`src/rtl/gametank_joypad_pkg.sv`:
```
// Shared constants for the GameTank joypad serializer: button bit positions and port widths.
package gametank_joypad_pkg;

    localparam int JOY_BITS   = 8;
    localparam int JOY_DATA_W = 5;

    localparam int BTN_A      = 0;
    localparam int BTN_B      = 1;
    localparam int BTN_SELECT = 2;
    localparam int BTN_START  = 3;
    localparam int BTN_UP     = 4;
    localparam int BTN_DOWN   = 5;
    localparam int BTN_LEFT   = 6;
    localparam int BTN_RIGHT  = 7;

    // Shift count at which the port has emptied its snapshot and returns 1 forever
    localparam logic [3:0] JOY_SHIFT_DONE = 4'd8;

endpackage

```
`src/rtl/joypad_shift_port.sv`:
```
// One NES-style joypad port: latch on strobe, shift one bit per rising read clock, registered data.
module joypad_shift_port
    import gametank_joypad_pkg::*;
(
    input  logic                  clk,
    input  logic                  reset,
    input  logic                  strobe,
    input  logic                  joy_clk,
    input  logic [JOY_BITS-1:0]   buttons,
    output logic [JOY_DATA_W-1:0] data
);

    logic [JOY_BITS-1:0] sr;
    logic [JOY_BITS-1:0] sr_next;
    logic [3:0]          cnt;
    logic [3:0]          cnt_next;
    logic                clk_q;
    logic                bit_next;

    always_comb begin
        sr_next  = sr;
        cnt_next = cnt;
        if (strobe) begin
            sr_next  = buttons;
            cnt_next = '0;
        end else if (joy_clk && !clk_q) begin
            sr_next = {1'b1, sr[JOY_BITS-1:1]};
            if (cnt != JOY_SHIFT_DONE) begin
                cnt_next = cnt + 4'd1;
            end
        end
        // Output register is loaded from next-state so a strobe/shift shows one cycle later
        bit_next = (cnt_next == JOY_SHIFT_DONE) ? 1'b1 : sr_next[0];
    end

    always_ff @(posedge clk) begin
        if (reset) begin
            sr    <= '0;
            cnt   <= '0;
            clk_q <= 1'b0;
            data  <= '0;
        end else begin
            sr    <= sr_next;
            cnt   <= cnt_next;
            clk_q <= joy_clk;
            data  <= {{(JOY_DATA_W-1){1'b0}}, bit_next};
        end
    end

endmodule

```
`src/rtl/gametank_joypad_serializer.sv`:
```
// Two-port joypad responder for the GameTank core; optional A/B turbo under GAMETANK_JOYPAD_TURBO_EN.
module gametank_joypad_serializer
    import gametank_joypad_pkg::*;
#(
    parameter int TURBO_PERIOD = 3
) (
    input  logic                  i_clk_cpu,
    input  logic                  i_reset,
    input  logic [JOY_BITS-1:0]   i_buttons1,
    input  logic [JOY_BITS-1:0]   i_buttons2,
    input  logic [1:0]            i_turbo1,
    input  logic [1:0]            i_turbo2,
    input  logic                  i_frame_tick,
    input  logic [2:0]            i_joypad_out,
    input  logic [1:0]            i_joypad_clock,
    output logic [JOY_DATA_W-1:0] o_joypad1_data,
    output logic [JOY_DATA_W-1:0] o_joypad2_data
);

    logic [JOY_BITS-1:0] eff1;
    logic [JOY_BITS-1:0] eff2;

`ifdef GAMETANK_JOYPAD_TURBO_EN
    localparam logic [3:0] TURBO_LAST = 4'(TURBO_PERIOD - 1);

    logic [3:0] turbo_cnt;
    logic       turbo_phase;
    logic       unused_inputs;

    assign unused_inputs = ^i_joypad_out[2:1];

    always_ff @(posedge i_clk_cpu) begin
        if (i_reset) begin
            turbo_cnt   <= '0;
            turbo_phase <= 1'b0;
        end else if (i_frame_tick) begin
            if (turbo_cnt == TURBO_LAST) begin
                turbo_cnt   <= '0;
                turbo_phase <= ~turbo_phase;
            end else begin
                turbo_cnt <= turbo_cnt + 4'd1;
            end
        end
    end

    // Phase 0 suppresses turbo-enabled A/B; phase 1 passes them through
    always_comb begin
        eff1 = i_buttons1;
        eff2 = i_buttons2;
        if (!turbo_phase) begin
            eff1[BTN_A] = i_buttons1[BTN_A] & ~i_turbo1[0];
            eff1[BTN_B] = i_buttons1[BTN_B] & ~i_turbo1[1];
            eff2[BTN_A] = i_buttons2[BTN_A] & ~i_turbo2[0];
            eff2[BTN_B] = i_buttons2[BTN_B] & ~i_turbo2[1];
        end
    end
`else
    localparam int unused_turbo_period = TURBO_PERIOD;

    logic unused_inputs;

    assign unused_inputs = ^{i_turbo1, i_turbo2, i_frame_tick, i_joypad_out[2:1]};
    assign eff1 = i_buttons1;
    assign eff2 = i_buttons2;
`endif

    joypad_shift_port u_port1 (
        .clk     (i_clk_cpu),
        .reset   (i_reset),
        .strobe  (i_joypad_out[0]),
        .joy_clk (i_joypad_clock[0]),
        .buttons (eff1),
        .data    (o_joypad1_data)
    );

    joypad_shift_port u_port2 (
        .clk     (i_clk_cpu),
        .reset   (i_reset),
        .strobe  (i_joypad_out[0]),
        .joy_clk (i_joypad_clock[1]),
        .buttons (eff2),
        .data    (o_joypad2_data)
    );

endmodule

```
`config.mk`:
```
export PLATFORM = sky130hd
export DESIGN_NAME = gametank_joypad_serializer
export DESIGN_NICKNAME = d
export VERILOG_FILES = /design/src/rtl/gametank_joypad_pkg.sv /design/src/rtl/joypad_shift_port.sv /design/src/rtl/gametank_joypad_serializer.sv
export SDC_FILE = /design/constraint.sdc
export NUM_CORES = 1
export LEC_CHECK = 0
export ABC_AREA = 0
export BUFFER_PORTS_ARGS = -buffer_cell sky130_fd_sc_hd__buf_2
export CORE_ASPECT_RATIO = 0.9
export CORE_UTILIZATION = 48
export CTS_CLUSTER_SIZE = 10
export DETAILED_ROUTE_END_ITERATION = 7
export GPL_TIMING_DRIVEN = 0
export PLACE_DENSITY = 0.74
export SKIP_CTS_REPAIR_TIMING = 1
export SYNTH_ARGS = -nofsm -noshare
export SYNTH_HDL_FRONTEND = slang
export SYNTH_SLANG_ARGS = --single-unit
```
`constraint.sdc`:
```
create_clock -name i_clk_cpu -period 2.21 [get_ports i_clk_cpu]
set_clock_uncertainty 0.15 [all_clocks]
set_input_delay 0.1105 -clock i_clk_cpu [delete_from_list [all_inputs] [get_ports i_clk_cpu]]
set_output_delay 0.1105 -clock i_clk_cpu [all_outputs]
set_load 0.01 [all_outputs]
```
==> results of run 1 <==
metal layers:
metal,vias up,track usage,wire length [µm]
met2,27,0.326,1460
met1,589,0.252,1420
met4,0,0.0357,38
met5,-,0,0
met3,4,0.0513,104
li1,651,-,-
sequential cells by signal, summed over array words and instances, names as in the netlist:
name,flops
u_port1.sr,8
u_port2.sr,8
u_port1.cnt,4
u_port2.cnt,4
u_port1.clk_q,1
u_port1.data,1
u_port2.clk_q,1
u_port2.data,1
metrics by stage:
step	area (µm²)	cells	total power [W]	hold slack, ns	setup slack [ns]
floorplan	1410	169	0.000657	0.0321	0.610
global placement	1570	231	0.000698	0.215	0.531
detailed placement	1570	231	0.000703	0.221	0.516
CTS	1610	235	0.000952	-0.149	0.486
global route	1800	254	0.00102	0.0231	0.444
finish	1800	254	0.000969	0.0185	0.480
cell type report:
cell class,instances,area (µm²)
Fill cell,254,952
Inverter,6,22.5
Tap cell,40,50.0
Sequential cell,28,561
Multi-Input combinational cell,117,718
Timing Repair Buffer,41,300
Clock buffer,4,36.3
Buffer,18,108
power groups by stage:
stage	Combinational [W]	Clock (W)	Sequential, W
final	0.000173	0.000248	0.000548
after global routing	0.000191	0.000276	0.000551
after CTS	0.000146	0.000258	0.000547
after detailed placement	0.000145	0	0.000558
after global placement	0.000141	0	0.000557
after floorplan	0.000101	0	0.000556
worst register-to-register path: stages, from the launching register on:
cell and delay (ns):
dfxtp_1 0.44, ha_1 0.18, nand3b_1 0.11, mux2_4 0.32, a221o_1 0.36, o21bai_2 0.12
cell families after synthesis:
family          after synthesis
simple gates                 67
compound gates               30
flops                        28
buf+inv                      24
mux                           7
fa+ha+maj                     4
other cells                   1
xor+xnor                      1
cells in the mapped netlist, types with 2 or more instances:
library cell  number
buf_2              2
clkbuf_1           5
o21a_1             2
mux2i_1            4
nand2_1           29
and2_1             2
inv_1              5
a21oi_1            4
buf_4             10
o211a_1            2
nand3b_1           3
mux2_4             2
and2b_1            2
dfxtp_1           28
a311oi_1          13
nor2b_1            2
o2111ai_1          2
nor2_1            18
nor3_1             6
ha_1               4
nand3_1            2
nand2b_1           2
final timing paths:
path / cells past startpoint / end / startpoint
min: 4 / u_port1.data[0]$_SDFF_PP0_ / i_joypad_out[0]
max reg2reg: 5 / u_port2.data[0]$_SDFF_PP0_ / u_port2.cnt[0]$_SDFF_PP0_
min reg2reg: 2 / u_port1.sr[1]$_SDFFE_PP0P_ / u_port1.sr[2]$_SDFFE_PP0P_
max: 5 / u_port2.data[0]$_SDFF_PP0_ / u_port2.cnt[0]$_SDFF_PP0_
==> metrics.md, run 1 <==
| Metric | Value |
|---|---|
| Pin count of the biggest net entering global routing | `16` |
| Slew @ Worst Pin | `0.504 ns` |
| CTS H-tree depth | `1` |
| Tcrit/Tclk final | `0.783` |
| CP max FO | `5` |
| CTS tree | `yes` |
| Crit path required time | `2.33 ns` |
| Drt via density | `5.00` |
| Fin. Hold Viols | `0` |
| Die ar. | `3100 µm²` |
| Clock Root Buffer | `clkbuf_4` |
| Simple-Gate Fraction of Synth Area | `0.215` |
| DRT antenna net count | `0` |
| Via Count | `1271` |
| Initial antenna violation count | `0` |
| Cell variety after synth | `35` |
| Port bufs | `22` |
| CP peak stage delay | `0.44 ns` |
| CP delay by family, top | `compound AO/OA/AOI/OAI gates` |
| Period minus WS final | `1.73 ns` |
| Die width | `58.6 µm` |
| Post-synth EDFFs | `0` |
| Final slew viol count | `0` |
| Setup Crit Path Kind | `reg2reg` |
| Total Routing Usage GR | `0.194` |
| Clock Latency Late Sink | `0.33 ns` |
| Final net count | `247` |
| P per Cell Area | `540 nW/µm²` |
| Reg-to-reg slack, setup | `0.48 ns` |
| First-pass iteration count of the detailed router | `4` |
| Critical Path Slowest Stage Cell | `dfxtp_1` |
| Vias in the first global route | `1073` |
| TritonCTS buffer count | `3` |
| WP data arrival | `1.85 ns` |
| Syn Std Cell Area | `1380 µm²` |
| Seq/Total Area, Yosys | `0.405` |
| Crit. End Element | `flop` |
| RSZ-0062 raised after global routing | `false` |
| Total congestion overflow | `0` |
| Initial DRC Count | `65` |
| Status | `completed` |
| TNS Setup | `0 ns` |
| Clk slew on worst S/H paths | `0.15 ns` |
| Rel. slew slack | `0.664` |
| Bufs and invs on worst path | `0` |
| Cell row count | `18` |
| Cell Chain, Critical Path | `ha_1 -> nand3b_1 -> mux2_4 -> a221o_1 -> o21bai_2` |
| Finish-stage setup viols | `0` |
| Switching Share | `0.255` |
| Clock share of power | `0.256` |
| Most frequent cells in the layout | `nand2_1 (29), dfxtp_1 (28), buf_2 (24)` |
| Synth Warn # | `0` |
| Die Y | `52.9 µm` |
| CP startpoint kind | `flop` |
| Layout cell share with drive strength beyond 1 | `0.206` |
| First-pass GRT wire length | `4.53 mm` |
| Cells after synthesis | `162` |
| Yosys top cell area share | `0.405` |
| Top Ports | `38` |
| XOR/XNOR Fraction of Synth Area | `0.00633` |
| Ys flop type | `dfxtp_1` |
| Final wirelength | `3.02 mm` |
| Layout area overhead | `29.9%` |
| Hpwl dp | `2.08 mm` |
| Ys async rst share | `0` |
| Sw power | `0.000247 W` |
| Post-synthesis compound-gate area fraction | `0.181` |
| Top post-synthesis cells by area | `dfxtp_1 (41%), a311oi_1 (8.2%), nand2_1 (7.9%)` |
| Main combinational cell family by area after synthesis | `simple AND/OR/NAND/NOR gates` |
| Sink Count | `28` |
| Internal Power | `0.000722 W` |
| # DRC | `0` |
| Min-Delay Path Class | `in2reg` |
| ANT cells | `0` |
| Synth Register Bits | `28` |
| Largest area contributor in the netlist | `dfxtp_1` |
| Static Leak | `0.795 nW` |
| Post-synthesis mux area share | `0.0588` |
| Syn Area/Cell | `8.53 µm²` |
| Comb pwr share | `0.179` |
| MaxCap Viol Count | `0` |
| WL/cell | `11.9 µm` |
| GPL Wtd Cong | `0.811` |
| Highest clock rate | `0.578 GHz` |
| Final Core Density | `0.653` |
| Post-synthesis adder-cell area fraction | `0.0362` |
| Initial Util | `0.503` |
| Core area | `2750 µm²` |
| Sequential power share | `0.565` |
| Max Buffers Root-to-Sink | `2` |
| Worst VDD drop | `323 µV` |
| Most common cell after layout, fill and taps aside | `nand2_1` |
Power figures use the tool's default switching activity.
==> run 2: changes to the inputs <==
==> constraint.sdc (replaced) <==
create_clock -name i_clk_cpu -period 1.6 [get_ports i_clk_cpu]
set_clock_uncertainty 0.15 [all_clocks]
set_input_delay 0.08 -clock i_clk_cpu [delete_from_list [all_inputs] [get_ports i_clk_cpu]]
set_output_delay 0.08 -clock i_clk_cpu [all_outputs]
set_load 0.01 [all_outputs]
==> metrics.md, run 2 (synthesized netlist as in run 1, its figures left out) <==
| Metric | Value |
|---|---|
| Status | `completed` |
| Static Leak | `0.791 nW (-0.47%)` |
| Period minus WS final | `1.59 ns (-0.140 ns)` |
| Final net count | `247 (unchanged)` |
| Multi-input logic area | `787 µm² (+9.6%)` |
| Finish-stage setup viols | `0 (unchanged)` |
| MaxCap Viol Count | `0 (unchanged)` |
| Top Registers | `u_port1.sr (8), u_port2.sr (8)` |
| Reg2Reg Launch Point | `u_port2.cnt[0]$_SDFF_PP0_` |
| Critical path origin | `u_port2.cnt[0]$_SDFF_PP0_` |
| CTS H-tree depth | `1 (unchanged)` |
| Drt via density | `5.00 (-0.16%)` |
| Highest clock rate | `0.629 GHz (+8.8%)` |
| Cell row count | `18 (unchanged)` |
| Core area | `2750 µm² (unchanged)` |
| Final wirelength | `3.27 mm (+8.0%)` |
| CTS tree | `yes` |
| Setup Crit Path Kind | `reg2reg` |
| Cell Chain, Critical Path | `ha_4 -> nand3b_1 -> mux2_4 -> a221o_1 -> o21bai_2` |
| Via Count | `1269 (-0.16%)` |
| First-pass GRT wire length | `4.53 mm (unchanged)` |
| Initial DRC Count | `68 (+4.6%)` |
| Port bufs | `22 (unchanged)` |
| Total congestion overflow | `0 (unchanged)` |
| Most common cell after layout, fill and taps aside | `nand2_1` |
| RSZ-0062 raised after global routing | `true` |
| Power Total | `0.00136 W (+41%)` |
| Total Routing Usage GR | `0.194 (unchanged)` |
| Critical Path Slowest Stage Cell | `dfxtp_4` |
| WL/cell | `12.9 µm (+8.0%)` |
| Top Ports | `38 (unchanged)` |
| GPL Wtd Cong | `0.811 (unchanged)` |
| CP delay by family, top | `compound AO/OA/AOI/OAI gates` |
| Sequential cell area | `574 µm² (+2.5%)` |
| Max Buffers Root-to-Sink | `2 (unchanged)` |
| Final slew viol count | `0 (unchanged)` |
| Crit path required time | `1.73 ns (-0.60 ns)` |
| Final Core Density | `0.685 (+0.0319)` |
| Layout area overhead | `36.2%` |
| Tcrit/Tclk final | `0.994 (+0.211)` |
| Min-Delay Path Class | `in2reg` |
| Pin count of the biggest net entering global routing | `16 (unchanged)` |
| Clk slew on worst S/H paths | `0.15 ns (about the same)` |
| Crit. End Element | `flop` |
| Clock Root Buffer | `clkbuf_4` |
| Worst VDD drop | `471 µV (+46%)` |
| CP startpoint kind | `flop` |
| Most frequent cells in the layout | `nand2_1 (29), buf_2 (23), dfxtp_1 (23)` |
| Vias in the first global route | `1073 (unchanged)` |
| Layout cell share with drive strength beyond 1 | `0.280 (+0.0748)` |
| # DRC | `0 (unchanged)` |
| Sink Count | `28 (unchanged)` |
| First-pass iteration count of the detailed router | `4 (unchanged)` |
| ANT cells | `0 (unchanged)` |
| Rel. slew slack | `0.652 (-0.0121)` |
| Min-delay src | `i_joypad_out[0]` |
| Initial antenna violation count | `0 (unchanged)` |
| WP data arrival | `1.72 ns (-0.13 ns)` |
| Bufs and invs on worst path | `0 (unchanged)` |
| Layout fillers | `243 (-4.3%)` |
| Slew @ Worst Pin | `0.522 ns (+0.0181 ns)` |
| Die ar. | `3100 µm² (unchanged)` |
| Die width | `58.6 µm (unchanged)` |
| Clock Latency Late Sink | `0.34 ns (about the same)` |
| CP max FO | `5 (unchanged)` |
| TritonCTS buffer count | `3 (unchanged)` |
| Initial Util | `0.503 (unchanged)` |
| CP peak stage delay | `0.40 ns (-0.04 ns)` |
| Fin. Hold Viols | `0 (unchanged)` |
| TNS Setup | `0 ns (unchanged)` |
| Hpwl dp | `2.08 mm (unchanged)` |
| Die Y | `52.9 µm (unchanged)` |
| P per Cell Area | `723 nW/µm² (+34%)` |
| DRT antenna net count | `0 (unchanged)` |
[run 2: stage by stage]
stage          cell area [µm²]  hold slack [ns]  setup WS [ns]  instances
6_report                  1880          0.00247         0.0100        254
5_1_grt                   1880           0.0123        -0.0383        254
4_1_cts                   1610           -0.180         -0.124        235
3_5_place_dp              1570            0.191        -0.0937        231
3_3_place_gp              1570            0.185        -0.0791        231
2_1_floorplan             1410          0.00161       0.000112        169
[run 2: final timing paths]
path	depth (start not counted)	slack (ns)	to
setup / recovery	5	0.01	u_port2.data[0]$_SDFF_PP0_
hold / removal	4	0.002	u_port2.sr[0]$_SDFF_PP0_
setup reg to reg	5	0.01	u_port2.data[0]$_SDFF_PP0_
hold reg to reg	2	0.34	u_port1.sr[1]$_SDFFE_PP0P_
[run 2: tightest hold or removal path: stages]
cell and delay (ns):
buf_2 0.11, inv_2 0.09, nor2_1 0.11, a311oi_1 0.06
[run 2: final cells by class]
cell class / instances / share of cell area
Inverter: 6 / 0.0133
Timing Repair Buffer: 41 / 0.159
Buffer: 18 / 0.0585
Tap cell: 40 / 0.0266
Multi-Input combinational cell: 117 / 0.418
Clock buffer: 4 / 0.0193
Sequential cell: 28 / 0.305
[run 2: where the power goes]
| part | internal, W | switching [W] |
|---|---|---|
| Sequential | 0.000734 | 0.0000221 |
| Clock | 0.000140 | 0.000218 |
| Combinational | 0.000127 | 0.000122 |
[run 2: metal layers]
metal / GRT usage / share of wire / vias up
li1: - / - / 653
met5: 0 / 0 / -
met1: 0.252 / 0.47 / 581
met3: 0.0513 / 0.035 / 4
met2: 0.326 / 0.49 / 31
met4: 0.0357 / 0.0061 / 0
==> run 3: changes to the inputs <==
--- a/config.mk
+++ b/config.mk
@@ -8,11 +8,11 @@
 export ABC_AREA = 0
 export BUFFER_PORTS_ARGS = -buffer_cell sky130_fd_sc_hd__buf_2
 export CORE_ASPECT_RATIO = 0.9
-export CORE_UTILIZATION = 48
+export CORE_UTILIZATION = 51
 export CTS_CLUSTER_SIZE = 10
 export DETAILED_ROUTE_END_ITERATION = 7
 export GPL_TIMING_DRIVEN = 0
-export PLACE_DENSITY = 0.74
+export PLACE_DENSITY = 0.78
 export SKIP_CTS_REPAIR_TIMING = 1
 export SYNTH_ARGS = -nofsm -noshare
 export SYNTH_HDL_FRONTEND = slang
==> metrics.md, run 3 (synthesized netlist as in run 1, its figures left out) <==
| Metric | Value |
|---|---|
| ANT cells | `0 (unchanged)` |
| Drt via density | `5.40 (+8.0%)` |
| Core area | `2510 µm² (-8.7%)` |
| TritonCTS buffer count | `3 (unchanged)` |
| Clock Latency Late Sink | `0.33 ns (about the same)` |
| CTS tree | `yes` |
| MaxCap Viol Count | `0 (unchanged)` |
| First-pass GRT wire length | `4.82 mm (+6.4%)` |
| Top Ports | `38 (unchanged)` |
| Crit. End Element | `flop` |
| Hold slack final | `0.00258 ns (+0.000112 ns)` |
| Worst VDD drop | `742 µV (+58%)` |
| P per Cell Area | `730 nW/µm² (+0.97%)` |
| Sink Count | `28 (unchanged)` |
| CTS H-tree depth | `1 (unchanged)` |
| Highest clock rate | `0.609 GHz (-3.2%)` |
| Initial antenna violation count | `0 (unchanged)` |
| WP data arrival | `1.76 ns (+0.04 ns)` |
| Finish-stage setup viols | `1 (+1)` |
| Clock Root Buffer | `clkbuf_4` |
| GPL Wtd Cong | `0.805 (-0.70%)` |
| Rel. slew slack | `0.659 (+0.00650)` |
| Slew @ Worst Pin | `0.512 ns (-0.00975 ns)` |
| Initial Util | `0.551 (+0.0477)` |
| Post-Place Setup Slack | `-0.122 ns (-0.0287 ns)` |
| RSZ-0062 raised after global routing | `true` |
| Most common cell after layout, fill and taps aside | `nand2_1` |
| Total congestion overflow | `0 (unchanged)` |
| Min-Delay Path Class | `in2reg` |
| Period minus WS final | `1.64 ns (+0.0518 ns)` |
| Final worst slack | `-0.0418 ns (-0.0518 ns)` |
| DRT antenna net count | `0 (unchanged)` |
| # DRC | `9 (+9)` |
| Layout cell share with drive strength beyond 1 | `0.284 (+0.00335)` |
| Setup Crit Path Kind | `reg2reg` |
| Failing checks | `DRC, setup timing` |
| Final net count | `248 (+0.40%)` |
| CP startpoint kind | `flop` |
| Pin count of the biggest net entering global routing | `16 (unchanged)` |
| CP max FO | `4 (-1)` |
| Die Y | `51.4 µm (-2.9%)` |
| Initial DRC Count | `49 (-28%)` |
| Fin. Hold Viols | `0 (unchanged)` |
| Tcrit/Tclk final | `1.03 (+0.0324)` |
| Die width | `56.9 µm (-2.9%)` |
| Cell row count | `17 (-1)` |
| Final slew viol count | `0 (unchanged)` |
| Static Leak | `0.801 nW (+1.3%)` |
| First-pass iteration count of the detailed router | `6 (+2)` |
| Max Buffers Root-to-Sink | `2 (unchanged)` |
| Port bufs | `22 (unchanged)` |
| Hpwl dp | `2.13 mm (+2.3%)` |
| Vias in the first global route | `1159 (+8.0%)` |
| Crit path required time | `1.72 ns (about the same)` |
| Layout area overhead | `34.8%` |
| Clk slew on worst S/H paths | `0.15 ns (about the same)` |
| Status | `complete, but fails checks` |
| Die ar. | `2920 µm² (-5.7%)` |
| Via Count | `1311 (+3.3%)` |
| Top Registers | `u_port1.sr (8), u_port2.sr (8)` |
| Layout fillers | `182 (-25%)` |
| Total Routing Usage GR | `0.213 (+0.0189)` |
| Final Core Density | `0.742 (+0.0569)` |
| WL/cell | `13.5 µm (+5.2%)` |
| Final wirelength | `3.29 mm (+0.67%)` |
| Most frequent cells in the layout | `nand2_1 (29), buf_2 (23), dfxtp_1 (23)` |
-- run 3: changes by cell type in the layout (fill, tap and decap cells not counted), sizes merged --
| cell | previous run | this run |
|---|---|---|
| buf | 35 | 36 |
-- run 3: stage by stage --
stage | instances | setup TNS, ns | power, W | area [µm²]
2_1_floorplan | 169 | 0 | 0.000908 | 1410
3_3_place_gp | 219 | -0.0814 | 0.000963 | 1550
3_5_place_dp | 219 | -0.154 | 0.000972 | 1550
4_1_cts | 223 | -0.204 | 0.00131 | 1590
5_1_grt | 243 | -0.130 | 0.00142 | 1860
6_report | 243 | -0.0418 | 0.00136 | 1860
-- run 3: layer usage --
layer / vias up / global-route usage / share of wire
li1: 660 / - / -
met4: 0 / 0.0854 / 0.013
met1: 598 / 0.248 / 0.44
met3: 6 / 0.0658 / 0.053
met2: 47 / 0.365 / 0.49
met5: - / 0 / 0
-- run 3: area by class of cell --
type	count	area [µm²]	area share
Buffer	18	110	0.0591
Tap cell	28	35.0	0.0188
Sequential cell	28	574	0.308
Inverter	6	25.0	0.0134
Clock buffer	4	36.3	0.0195
Timing Repair Buffer	42	308	0.165
Multi-Input combinational cell	117	774	0.416
-- run 3: worst paths after layout --
path	startpoint	to	slack (ns)	cells after the start
worst max-delay path	u_port2.cnt[1]$_SDFF_PP0_	u_port2.data[0]$_SDFF_PP0_	-0.04	5
worst min-delay path	i_joypad_out[0]	u_port2.sr[0]$_SDFF_PP0_	0.003	4
worst max register to register	u_port2.cnt[1]$_SDFF_PP0_	u_port2.data[0]$_SDFF_PP0_	-0.04	5
worst min register to register	u_port1.sr[4]$_SDFFE_PP0P_	u_port1.sr[3]$_SDFFE_PP0P_	0.34	2
-- run 3: where the power goes --
group	total [W]	leakage, nW	internal (W)	switching (W)
combinational	0.000254	0.546	0.000130	0.000124
sequential	0.000756	0.234	0.000734	0.0000218
clock	0.000351	0.0210	0.000139	0.000212
-- run 3: worst max-delay path, stage by stage, from the launching register on --
cell and delay (ns):
dfxtp_4 0.40, ha_4 0.15, nand3b_1 0.11, mux2_4 0.32, a221o_1 0.34, o21bai_2 0.12
